<file path="src/rtl/uniboard_pkg.sv">
// Definitions shared by the uniboard command receiver and reply framer:
// framing characters, reply-framer state encoding and a byte-select helper.
package uniboard_pkg;

    localparam logic [7:0] START_CHAR = 8'h01;
    localparam logic [7:0] ESC_CHAR   = 8'h1B;
    localparam logic [7:0] END_CHAR   = 8'h17;

    typedef enum logic [2:0] {
        ST_IDLE,
        ST_START,
        ST_PADDR,
        ST_RADDR,
        ST_DATA,
        ST_ESC,
        ST_END
    } frame_state_t;

    // Byte idx of a 32-bit register word, LSB first; out-of-range reads as zero.
    function automatic logic [7:0] byte_of(input logic [31:0] word, input int unsigned idx);
        if (idx < 4)
            return word[idx*8 +: 8];
        return 8'h00;
    endfunction

endpackage

</file>
<file path="src/rtl/reply_escape_check.sv">
// Flags bytes that collide with a framing character and must be preceded
// by ESC_CHAR when sent as header or payload.
module reply_escape_check
    import uniboard_pkg::*;
(
    input  logic [7:0] value,
    output logic       needs_escape
);

    assign needs_escape = (value == START_CHAR) || (value == ESC_CHAR) || (value == END_CHAR);

endmodule

</file>
<file path="src/rtl/reply_framer.sv">
// Serialises one register-read reply (start, peripheral, register, data bytes,
// end) onto a valid/ready byte stream, escaping in-band framing characters.
module reply_framer
    import uniboard_pkg::*;
#(
    parameter int MAX_BYTES = 4
) (
    input  logic        clk_12MHz,
    input  logic        reset_n,
    input  logic        start,
    input  logic [7:0]  periph_addr,
    input  logic [7:0]  reg_addr,
    input  logic [2:0]  reg_size,
    input  logic [31:0] data,
    output logic        busy,
    output logic        done,
    output logic [7:0]  tx_data,
    output logic        tx_valid,
    input  logic        tx_ready
);

    localparam int CW = $clog2(MAX_BYTES) + 1;

    frame_state_t  state, state_next;
    frame_state_t  resume, resume_next;
    logic [7:0]    periph_q, reg_q;
    logic [31:0]   data_q;
    logic [CW-1:0] size_q, idx, idx_next, idx_inc;
    logic          done_q;

    // Candidate for the byte that follows the current one; it is screened
    // for escaping before the state register commits to it.
    frame_state_t  cand_state;
    logic [7:0]    cand_byte;
    logic          cand_check, cand_escape;
    logic          accept, fire;

    assign accept  = (state == ST_IDLE) && start;
    assign fire    = tx_valid && tx_ready;
    assign idx_inc = idx + CW'(1);

    reply_escape_check u_escape_check (
        .value        (cand_byte),
        .needs_escape (cand_escape)
    );

    // NOTE: every register here resets asynchronously and updates with
    // non-blocking assignments so all of them sample the same pre-edge values.
    always_ff @(posedge clk_12MHz or negedge reset_n) begin
        if (!reset_n) begin
            state    <= ST_IDLE;
            resume   <= ST_IDLE;
            idx      <= '0;
            done_q   <= 1'b0;
            periph_q <= '0;
            reg_q    <= '0;
            data_q   <= '0;
            size_q   <= '0;
        end else begin
            state  <= state_next;
            resume <= resume_next;
            idx    <= idx_next;
            done_q <= (state == ST_END) && tx_ready;
            if (accept) begin
                periph_q <= periph_addr;
                reg_q    <= reg_addr;
                data_q   <= data;
                size_q   <= ({29'b0, reg_size} > 32'(MAX_BYTES)) ? CW'(MAX_BYTES) : CW'(reg_size);
            end
        end
    end

    // NOTE: all outputs of this block get a default first so no path
    // through the case statement can infer a latch.
    always_comb begin
        state_next  = state;
        resume_next = resume;
        idx_next    = idx;
        cand_state  = ST_IDLE;
        cand_byte   = 8'h00;
        cand_check  = 1'b0;

        unique case (state)
            ST_IDLE: begin
                if (start)
                    state_next = ST_START;
            end
            ST_START: begin
                cand_state = ST_PADDR;
                cand_byte  = periph_q;
                cand_check = 1'b1;
            end
            ST_PADDR: begin
                cand_state = ST_RADDR;
                cand_byte  = reg_q;
                cand_check = 1'b1;
            end
            ST_RADDR: begin
                if (size_q == '0) begin
                    cand_state = ST_END;
                end else begin
                    cand_state = ST_DATA;
                    cand_byte  = byte_of(data_q, 0);
                    cand_check = 1'b1;
                end
            end
            ST_DATA: begin
                if (idx_inc == size_q) begin
                    cand_state = ST_END;
                end else begin
                    cand_state = ST_DATA;
                    cand_byte  = byte_of(data_q, 32'(idx_inc));
                    cand_check = 1'b1;
                end
            end
            ST_ESC:  cand_state = resume;
            ST_END:  cand_state = ST_IDLE;
            default: cand_state = ST_IDLE;
        endcase

        if (fire) begin
            if (cand_check && cand_escape) begin
                state_next  = ST_ESC;
                resume_next = cand_state;
            end else begin
                state_next  = cand_state;
            end
            // idx always names the data byte that is shown or pending behind an ESC.
            if (state == ST_RADDR)
                idx_next = '0;
            else if (state == ST_DATA)
                idx_next = idx_inc;
        end
    end

    always_comb begin
        tx_data = 8'h00;
        unique case (state)
            ST_IDLE:  tx_data = 8'h00;
            ST_START: tx_data = START_CHAR;
            ST_PADDR: tx_data = periph_q;
            ST_RADDR: tx_data = reg_q;
            ST_DATA:  tx_data = byte_of(data_q, 32'(idx));
            ST_ESC:   tx_data = ESC_CHAR;
            ST_END:   tx_data = END_CHAR;
            default:  tx_data = 8'h00;
        endcase
    end

    assign tx_valid = (state != ST_IDLE);
    assign busy     = (state != ST_IDLE);
    assign done     = done_q;

endmodule

</file>
<file path="config.mk">
export PLATFORM = sky130hd
export DESIGN_NAME = reply_framer
export DESIGN_NICKNAME = d
export VERILOG_FILES = /design/src/rtl/uniboard_pkg.sv /design/src/rtl/reply_escape_check.sv /design/src/rtl/reply_framer.sv
export SDC_FILE = /design/constraint.sdc
export NUM_CORES = 1
export LEC_CHECK = 0
export CAP_MARGIN = 15
export CORE_UTILIZATION = 30
export CTS_CLUSTER_SIZE = 12
export DETAILED_ROUTE_END_ITERATION = 7
export GPL_TIMING_DRIVEN = 0
export MAX_ROUTING_LAYER = met4
export PLACE_DENSITY = 0.56
export SYNTH_ARGS = -nofsm -noshare
export SYNTH_HDL_FRONTEND = slang
export SYNTH_SLANG_ARGS = --single-unit
</file>
<file path="constraint.sdc">
create_clock -name clk_12MHz -period 2.92 [get_ports clk_12MHz]
set_input_delay 0.584 -clock clk_12MHz [delete_from_list [all_inputs] [get_ports clk_12MHz]]
set_output_delay 0.584 -clock clk_12MHz [all_outputs]
set_load 0.02 [all_outputs]
</file>
==> results.txt <==
----------------------------------------------------
[Clock network]
  TritonCTS clock tree ... done
  Clock-pin transition on the worst setup and hold timing paths ... 0.07 ns
  Clock latency reported for the late side of the worst-skew pair ... 0.35 ns
  Number of clock sinks ... 61
  Number of buffers inserted during clock tree synthesis ... 9
  Clock root cell ... sky130_fd_sc_hd__clkbuf_8
  Depth of the CTS H-tree ... 3
  Clock Tree Buf Depth ... 2
  Post-cts hold buffer count ... 0

[GRT]
  Antenna violations before repair ... 0
  Vias in the first global route ... 2696
  Residual overflow from global routing ... 0
  Global-route total usage across every layer ... 16.8%
  Pin count of the biggest net entering global routing ... 36
  Global-route wire length before repair ... 14.1 mm

[STA]
  Endpoints failing hold ... 0
  Hold slack ... 0.244 ns
  Normalized max-slew margin ... 58.1%
  Slew at the pin with the worst max-slew slack ... 0.628 ns
  Time the worst path needs with I/O delays and setup ... 2.83 ns
  Crit share post-route ... 97.1%
  Final setup fails ... 0
  Max Clock Skew ... 0.0102 ns
  Final max-slew violation count ... 0
  Fmax ... 353 MHz

[Synthesis]
  Yosys Warn Count ... 0
  Syn_nets ... 336
  Most area-consuming cells after synthesis ... sky130_fd_sc_hd__dfrtp_1 (46%), sky130_fd_sc_hd__mux2_2 (16%), sky130_fd_sc_hd__mux4_2 (8.1%)
  Count of different cell masters after synthesis ... 53
  Fraction of registers with async set/reset ... 100%
  Flip-flop and latch count after synthesis ... 61
  Portion of the post-synthesis area used by sequential elements ... 45.8%
  Synthesized netlist cell count ... 280
  Share of the synthesized area in the top cell type ... 45.8%
  Post-synth design cell area ... 3330 um^2
  Post-Syn Area per Cell ... 11.9 um^2
  Cell taking the most area after synthesis ... sky130_fd_sc_hd__dfrtp_1
  Primary FF master, synth ... sky130_fd_sc_hd__dfrtp_1
  Count of flip-flops with a built-in enable after synthesis ... 0

[Finish]
  Most common library cell in the layout ignoring fill and taps ... sky130_fd_sc_hd__dfrtp_1
  Number of nets at the end of the flow ... 419
  Fill count ... 1083
  Leading cell types in the layout, fill and taps excluded ... sky130_fd_sc_hd__dfrtp_1 (61), sky130_fd_sc_hd__clkdlybuf4s50_1 (55), sky130_fd_sc_hd__mux2_2 (47)
  Fraction of layout instances using a drive strength above 1 ... 29.9%
  Final standard cell area without fillers ... 4500 um^2
  Count of antenna diodes in the layout ... 0
  Area growth from synthesis to layout ... 35.1%

[Placement]
  Placed wire-length estimate ... 6.41 mm
  Placer's final routability congestion estimate ... 0.924
  Post-detailed-placement cell area ... 4160 um^2
  IO Port Bufs ... 64

[Floorplan]
  I/O Pins ... 66
  Chip width ... 107 um
  Floorplan core area ... 10800 um^2
  Rows ... 38
  Die outline height ... 107 um
  Initial standard-cell utilization of the core ... 30.7%
  Die Area ... 11500 um^2

[Setup path]
  Timing startpoint of the critical path ... idx[0]
  Endpoint of the lowest-slack register-to-register path ... resume[1]
  Worst path required time ... 2.34 ns
  Flop2flop setup slack ... 0.12 ns
  CP Max Fanout ... 10
  Worst Reg2Reg Path Length in Cells ... 10
  Endpoint kind of the worst setup timing path ... primary output
  Type of origin of the critical path ... register
  Critical Path Sink ... tx_data[0]
  Reg-to-Reg Start ... idx[0]
  Classification of the worst setup path ... reg -> out
  Critical path data arrival time ... 2.25 ns

[Pwr]
  Logic pwr share ... 52.5%
  Sequential group share of total power ... 31.7%
  Peak supply drop ... 380 uV
  Power density of the placed cells ... 1130 nW/um^2
  Cell leakage power ... 1.83 nW
  Overall power after layout ... 5.08 mW
  Reported net switching power ... 1.93 mW
  Internal power ... 3.15 mW
  Switching portion of total power ... 38.0%
  Clock Power Share ... 15.8%

[Route]
  DRC violation count after routing ... 0
  Detailed-routed wire length on met2 ... 3.92 mm
  Total Wirelength ... 8.44 mm
  Routed wirelength normalized by instance count ... 16.6 um
  Detailed-route via count ... 2608
  M1 WL ... 3.87 mm
  Detailed route wirelength on metal3 ... 504 um
  Violation count after the first detailed-routing iteration ... 155
  Via density ... 5.13
  Detail Route Antenna Nets ... 0
  Number of detailed-routing iterations run before antenna repair ... 7
  Highest metal layer used by the detailed router ... met4

[Min path]
  Path class of the lowest-slack min-delay path ... in -> async

[Run]
  Max-capacitance violation count ... 0

[Run status]
  Outcome ... finished clean

----------------------------------------------------
[Yosys cell counts (3+ instances only)]
master,instances
sky130_fd_sc_hd__a222oi_1,4
sky130_fd_sc_hd__o21ai_0,20
sky130_fd_sc_hd__nand2_1,15
sky130_fd_sc_hd__mux4_2,12
sky130_fd_sc_hd__and2_1,3
sky130_fd_sc_hd__nand3_1,6
sky130_fd_sc_hd__a22oi_1,3
sky130_fd_sc_hd__a221o_1,4
sky130_fd_sc_hd__nor3_1,5
sky130_fd_sc_hd__inv_1,12
sky130_fd_sc_hd__nor2b_1,4
sky130_fd_sc_hd__nand4b_1,3
sky130_fd_sc_hd__a22o_1,3
sky130_fd_sc_hd__clkbuf_1,14
sky130_fd_sc_hd__nor2_1,7
sky130_fd_sc_hd__nand3b_1,4
sky130_fd_sc_hd__a21oi_1,8
sky130_fd_sc_hd__mux2_2,47
sky130_fd_sc_hd__dfrtp_1,61
[final cells by class]
cell class / instances / area (um^2) / area share [%]
buffer: 21 / 143 / 3.17
multi-input combinational: 186 / 1710 / 37.9
clock inverter: 3 / 42.5 / 0.944
clock buffer: 13 / 169 / 3.75
sequential: 61 / 1530 / 33.9
timing repair buffer: 72 / 698 / 15.5
inverter: 12 / 45.0 / 1.00
tap: 140 / 175 / 3.89
[repair_timing]
item / 4_1_cts / 5_1_grt
resized for setup: 22 / 10
buffers inserted: 4 / 3
setup endpoints to repair: 33 / 25
pin swaps: 3 / 3
[through the flow]
step / util, % / worst slack (ns) / setup TNS (ns) / instances
final: 41.6 / 0.0852 / 0 / 508
after global routing: 41.6 / -0.000707 / -0.000707 / 508
after CTS: 40.9 / 0.0125 / 0 / 505
after detailed placement: 38.4 / -0.324 / -3.42 / 485
after global placement: 38.3 / -0.745 / -48.32 / 484
after floorplan: - / 0.0280 / 0 / 280
[worst min path at each step]
stage	endpoint	startpoint	cells past startpoint
CTS	reg_q[4]	reset_n	1
floorplan	data_q[0]	reset_n	0
detailed placement	resume[1]	resume[1]	1
finish	reg_q[4]	reset_n	1
global route	reg_q[4]	reset_n	1
global placement	resume[1]	resume[1]	1
[kinds of logic after synthesis]
kind of cell	share of synthesized area, %
multiplexers	25.2
AND/OR/NAND/NOR	10.5
buffers and inverters	4.47
XOR/XNOR	1.05
AO/OA/AOI/OAI	12.5
adder cells (fa/ha/maj)	0.375
flip-flops	45.8
[power by group through the flow]
stage | Clock (mW) | Combinational (mW) | Sequential (mW)
2_1_floorplan | 0 | 1.86 | 1.49
3_3_place_gp | 0 | 2.49 | 1.60
3_5_place_dp | 0 | 2.53 | 1.62
4_1_cts | 0.818 | 2.57 | 1.61
5_1_grt | 0.864 | 2.91 | 1.69
6_report | 0.804 | 2.67 | 1.61
[per-layer routing]
layer	vias to the layer above	track usage (%)
li1	1211	-
met3	11	3.33
met5	-	-
met2	99	25.9
met1	1287	21.9
met4	0	6.16
[critical path, cell delays in order, from the launching register on]
cell,delay [ns]
sky130_fd_sc_hd__dfrtp_1,0.40
sky130_fd_sc_hd__buf_6,0.14
sky130_fd_sc_hd__buf_8,0.14
sky130_fd_sc_hd__mux4_2,0.52
sky130_fd_sc_hd__a221o_1,0.38
sky130_fd_sc_hd__dlygate4sd2_1,0.33
[registers in the layout (all words and copies together) (netlist names)]
name and cells:
state 3, done 1, size_q 3, idx 3
resume 3, data_q 32, reg_q 8, periph_q 8
(Power assumes the default switching activity.)
==> patch 1, RTL diff (same settings) <==
Set the parameter `MAX_BYTES` to 2 (it was 4).
--- a/src/rtl/reply_framer.sv
+++ b/src/rtl/reply_framer.sv
@@ -4,5 +4,5 @@
     import uniboard_pkg::*;
 #(
-    parameter int MAX_BYTES = 4
+    parameter int MAX_BYTES = 2
 ) (
     input  logic        clk_12MHz,
Behaviour: not the same (Yosys sat finds a counterexample within 10 cycles, from zero or initial values and one cycle with reset_n low).
==> patch 1 against the original RTL <==
Die area is 3.4% lower; non-clock buffer count decreased by 9; worst setup slack improved by 53 ps; largest power group unchanged; cell area down 5.3%; wire length decreased by 4.6%; via count fell by 3.8%; synthesized cell count down 2.9%; combinational power down 15%; area after synthesis fell by 3.5%; total power shrank 10%; sequential cell count decreased by 2; count of clock-buffer cells in the layout down 2.
==> patch 1: results <==
power:
  p_leak_nw: 1.673
  irDropWorstVdd_mv: 0.3579
routing:
  drtPass1Iterations: 4
  wl_mm: 8.051
  via_count: 2508
  first_iter_violations: 104
  wl_per_cell_um: 16.46
clock_network:
  post_cts_buffers: 0
  worstSkewPairLatency_ps: 340
  htreeDepth: 3
  path_clk_slew_ps: 70
  cts_made_buffers: 9
  clock_tree.root_cell: "clkbuf_8"
  clock_path_buffers: 2
synthesis:
  yosysUniqueCellTypes: 54
  yosys_warnings: 0
  synth_most_common_cell: "dfrtp_1"
  post-synth-top-area-fraction_pct: 45.88
  synth_area_per_cell_um2: 11.83
  synthTopCellsByArea: "dfrtp_1 46%, mux2_2 17%, mux4_2 7.7%"
  ys_top_cells_by_count: "59 x dfrtp_1, 48 x mux2_2, 15 x nor2_1, 14 x nand2_1, 13 x o21ai_0"
  syn-num-nets: 327
  synthArstFlopShare_pct: 100.0
  ys_seq_area_share_pct: 45.88
sta:
  fin_skew_ps: 7.464
  setup_violations: 0
  maxSlewHeadroom_pct: 57.10
placement:
  dp_hpwl_mm: 6.267
  dpl.cell_count: 474
  place_ws_ps: -274.2
  place.gp.congestion: 0.8794
  port_buffers: 65
layout:
  diodes: 0
  nFillCells: 1015
  drive_above_1_share_pct: 28.05
  final_core_util_pct: 41.16
  nets: 403
  reg_top3: "data_q: 32 flops, periph_q: 8 flops, reg_q: 8 flops"
grt:
  grt_max_degree: 34
  grt_pass1_wl_mm: 13.24
  grt_pass1_vias: 2547
  antenna_found_initial: 0
  grt_usage_pct: 16.13
critical_path:
  cp_max_fo: 10
  critPathArrivalTime_ps: 2200
worst_hold_path:
  hold_class: "in -> async"
run_status:
  status: "finished clean"
patch 1: cell count changes in the layout (fill, tap and decap cells not counted), sizes merged, moves of 4 or more:
| cell | before | now |
|---|---|---|
| o21ai | 20 | 14 |
| nor2 | 7 | 17 |
| nand3b | 4 | 0 |
| and2 | 5 | 1 |
| a21oi | 8 | 12 |
| a222oi | 4 | 0 |
| inv | 12 | 6 |
| buf | 16 | 8 |
| a221o | 4 | 0 |
patch 1: final cells by class:
type	instances	area, um^2	share of cell area, %
timing repair buffer	66	654.4	15.33
tap	136	170.2	3.987
clock buffer	11	141.4	3.313
multi-input combinational	187	1639	38.41
sequential	59	1478	34.62
inverter	7	26.28	0.6157
buffer	18	106.4	2.492
clock inverter	5	52.55	1.231
patch 1: where the power goes:
group | leakage, nW | internal [mW] | switching, mW
sequential | 0.705 | 1.22 | 0.352
clock | 0.0991 | 0.412 | 0.318
combinational | 0.869 | 1.15 | 1.11
patch 1: final timing paths:
| check | cells after the start | end | slack (ps) | start |
|---|---|---|---|---|
| worst max-delay path | 6 | tx_data[0] | 140 | idx[0] |
| worst min register to register | 1 | resume[0] | 520 | resume[0] |
| max in group asynchronous | 2 | idx[1] | 2060 | reset_n |
| worst min-delay path | 1 | reg_q[4] | 250 | reset_n |
| min in group clk_12MHz | 1 | resume[0] | 520 | resume[0] |
| worst max register to register | 9 | resume[0] | 160 | state[1] |
patch 1: what timing repair did:
action / in CTS / in global routing
setup endpoints to repair: 8 / 34
hold endpoints to repair: 0 / 0
gates resized for setup: 19 / 13
patch 1: per-layer routing:
metal | part of all wire, % | wire length [um] | vias up | track usage (%)
met5 | 0 | 0 | - | -
met3 | 5.2 | 421 | 21 | 2.845
met4 | 3.1 | 246 | 0 | 8.333
li1 | - | - | 1180 | -
met2 | 46 | 3719 | 92 | 23.68
met1 | 45 | 3663 | 1215 | 21.41
patch 1: cell families after synthesis:
group	after synthesis	share of synthesized area (%)
muxes	64	27.33
AOI/OAI and AO/OA	63	13.53
DFF	59	45.88
and+or+nand+nor	59	9.370
buffers and inverters	26	3.616
xor gates and xnor gates	1	0.2722
patch 1: worst max-delay path, cell delays in order, from the launching register on:
cell,delay (ps)
dfrtp_1,370
buf_6,160
buf_6,170
mux4_2,530
a211oi_1,260
a21oi_1,80
clkdlybuf4s15_1,290
patch 1: through the flow:
step           power [mW]  hold slack, ps  cell area, um^2  TNS [ps]
3_5_place_dp        3.878           499.5             4054    -871.1
6_report            4.566           249.9             4268         0
2_1_floorplan       3.114           288.4             3218         0
5_1_grt             4.893           291.4             4268         0
3_3_place_gp        3.828           506.2             4039    -37770
4_1_cts             4.603           259.2             4263         0
==> patch 2, RTL diff (config.mk and constraints unchanged) <==
Without the edit above. Encoding of `frame_state_t`: now one-hot (7 bits for 7 states).
--- a/src/rtl/uniboard_pkg.sv
+++ b/src/rtl/uniboard_pkg.sv
@@ -7,12 +7,12 @@
     localparam logic [7:0] END_CHAR   = 8'h17;
 
-    typedef enum logic [2:0] {
-        ST_IDLE,
-        ST_START,
-        ST_PADDR,
-        ST_RADDR,
-        ST_DATA,
-        ST_ESC,
-        ST_END
+    typedef enum logic [6:0] {
+        ST_IDLE  = 7'b0000001,
+        ST_START = 7'b0000010,
+        ST_PADDR = 7'b0000100,
+        ST_RADDR = 7'b0001000,
+        ST_DATA  = 7'b0010000,
+        ST_ESC   = 7'b0100000,
+        ST_END   = 7'b1000000
     } frame_state_t;
 
Check against the original RTL: no difference found for any inputs over 4 cycles, from zero or initial values and one cycle with reset_n low; so few cycles prove little.
==> patch 2 against the original RTL <==
Worst setup slack got worse by 140 ps; the run now ends with DRC, setup timing left; sequential cell count is 8 higher; highest routed layer unchanged; maximum frequency is 4.7% lower; wire length up 16%; via count up 6.7%; largest cell class unchanged; area after synthesis increased by 7.0%; cell area rose by 11%.
Power is not compared: it rests on default switching activity, and its combinational part moved more than twofold at a synthesized area within 25%.
==> patch 2: results <==
run_status:
  violations: "DRC, setup timing"
  status: "finished, violations left"
layout:
  diodes: 0
  nets: 437
  drive_above_1_share_pct: 36.01
  reg_top3: "data_q: 32 flops, periph_q: 8 flops, reg_q: 8 flops"
  nFillCells: 1082
grt:
  grt_pass1_vias: 2920
  grt_pass1_wl_mm: 15.49
  grt_max_degree: 70
  antenna_found_initial: 0
  grt_usage_pct: 17.09
critical_path:
  critPathArrivalTime_ps: 3200
  cp_max_fo: 5
sta:
  fin_skew_ps: 10.48
  setup_violations: 10
  layout_setup_ws_ps: -54.07
  fin_tns_setup_ps: -252.2
  maxSlewHeadroom_pct: 39.43
power:
  irDropWorstVdd_mv: 0.4834
  seq_power_share_pct: 41.0
  power_switching_mw: 1.249
routing:
  wl_met2_mm: 4.871
  top_layer: "met4"
  wirelength_met1_mm: 4.358
  wl_met3_um: 391
  route.detailed.drc: 4
  wl_mm: 9.769
  via_per_inst: 5.263
  first_iter_violations: 139
  drtPass1Iterations: 7
synthesis:
  syn-num-nets: 343
  yosys_warnings: 0
  yosysUniqueCellTypes: 48
  ys.flop_type: "dfrtp_1"
  ys_seq_area_share_pct: 48.49
  synthTopCellsByArea: "dfrtp_1 47%, mux2_2 15%, mux4_2 8.8%"
  ys_top_cells_by_count: "67 x dfrtp_1, 49 x mux2_2, 26 x nand2_1, 14 x mux4_2, 12 x nor2_1"
  synth_edf_count: 0
placement:
  place_ws_ps: -513.8
  dp_hpwl_mm: 6.718
  place.gp.congestion: 0.7909
  port_buffers: 65
worst_hold_path:
  hold_class: "in -> async"
clock_network:
  clock_tree.root_cell: "clkbuf_16"
## patch 2: worst max-delay path, cell delays in order, from the launching register on
cell and delay (ps):
dfrtp_2 430, or3_4 410, nor4_4 190, and2b_2 260, a222oi_1 140, buf_4 170, or4b_4 510, a311o_1 430
mux2_4 320
## patch 2: logic make-up (layout without fill, tap and decap cells)
family	count (synthesis)	after routing	synth area share, %
xor+xnor	5	5	1.228
fa+ha+maj	1	1	0.3508
flops	69	69	48.49
simple gates	75	75	11.68
buf+inv	19	118	2.245
compound gates	53	53	11.09
mux	65	65	24.91
## patch 2: area by class of cell
class                           count  area, um^2  area share, %
Buffer                             13       103.9          2.076
Clock buffer                       12       266.5          5.328
Clock inverter                      4       52.55          1.051
Inverter                            4       15.01         0.3001
Multi-Input combinational cell    199        1864          37.27
Sequential cell                    69        1735          34.69
Tap cell                          143       178.9          3.577
Timing Repair Buffer               85       785.8          15.71
## patch 2: power by group through the flow
| stage | clock network, mW | logic, mW | registers, mW |
|---|---|---|---|
| after floorplan | 0 | 0.880 | 1.55 |
| after global placement | 0 | 1.11 | 1.64 |
| after detailed placement | 0 | 1.14 | 1.67 |
| after CTS | 1.19 | 1.20 | 1.66 |
| after global routing | 1.22 | 1.34 | 1.73 |
| final | 1.16 | 1.25 | 1.68 |
## patch 2: metal layers
layer | global-route usage (%) | vias up
met4 | 5.586 | 0
met3 | 3.609 | 11
met2 | 28.18 | 79
li1 | - | 1276
met1 | 20.98 | 1418
met5 | - | -
## patch 2: repair_timing
action,4_1_cts,5_1_grt
gates cloned,0,1
endpoints found under the hold margin,0,0
pin swaps,9,14
gates resized for setup,34,24
setup buffers,8,11
setup endpoints to repair,19,18
## patch 2: worst paths after layout
kind | startpoint | end | slack, ps | cells after the start
max in group asynchronous | reset_n | state[6] | 1900 | 1
setup / recovery | state[6] | resume[3] | -50 | 8
hold reg to reg | resume[0] | resume[0] | 500 | 1
setup reg to reg | state[6] | resume[3] | -50 | 8
hold / removal | reset_n | idx[2] | 370 | 1
min in group clk_12MHz | resume[0] | resume[0] | 500 | 1
## patch 2: through the flow
stage                     area [um^2]  std cells
after floorplan                  3587        287
after global placement           4417        495
after detailed placement         4414        495
after CTS                        4875        518
after global routing             5002        529
final                            5002        529
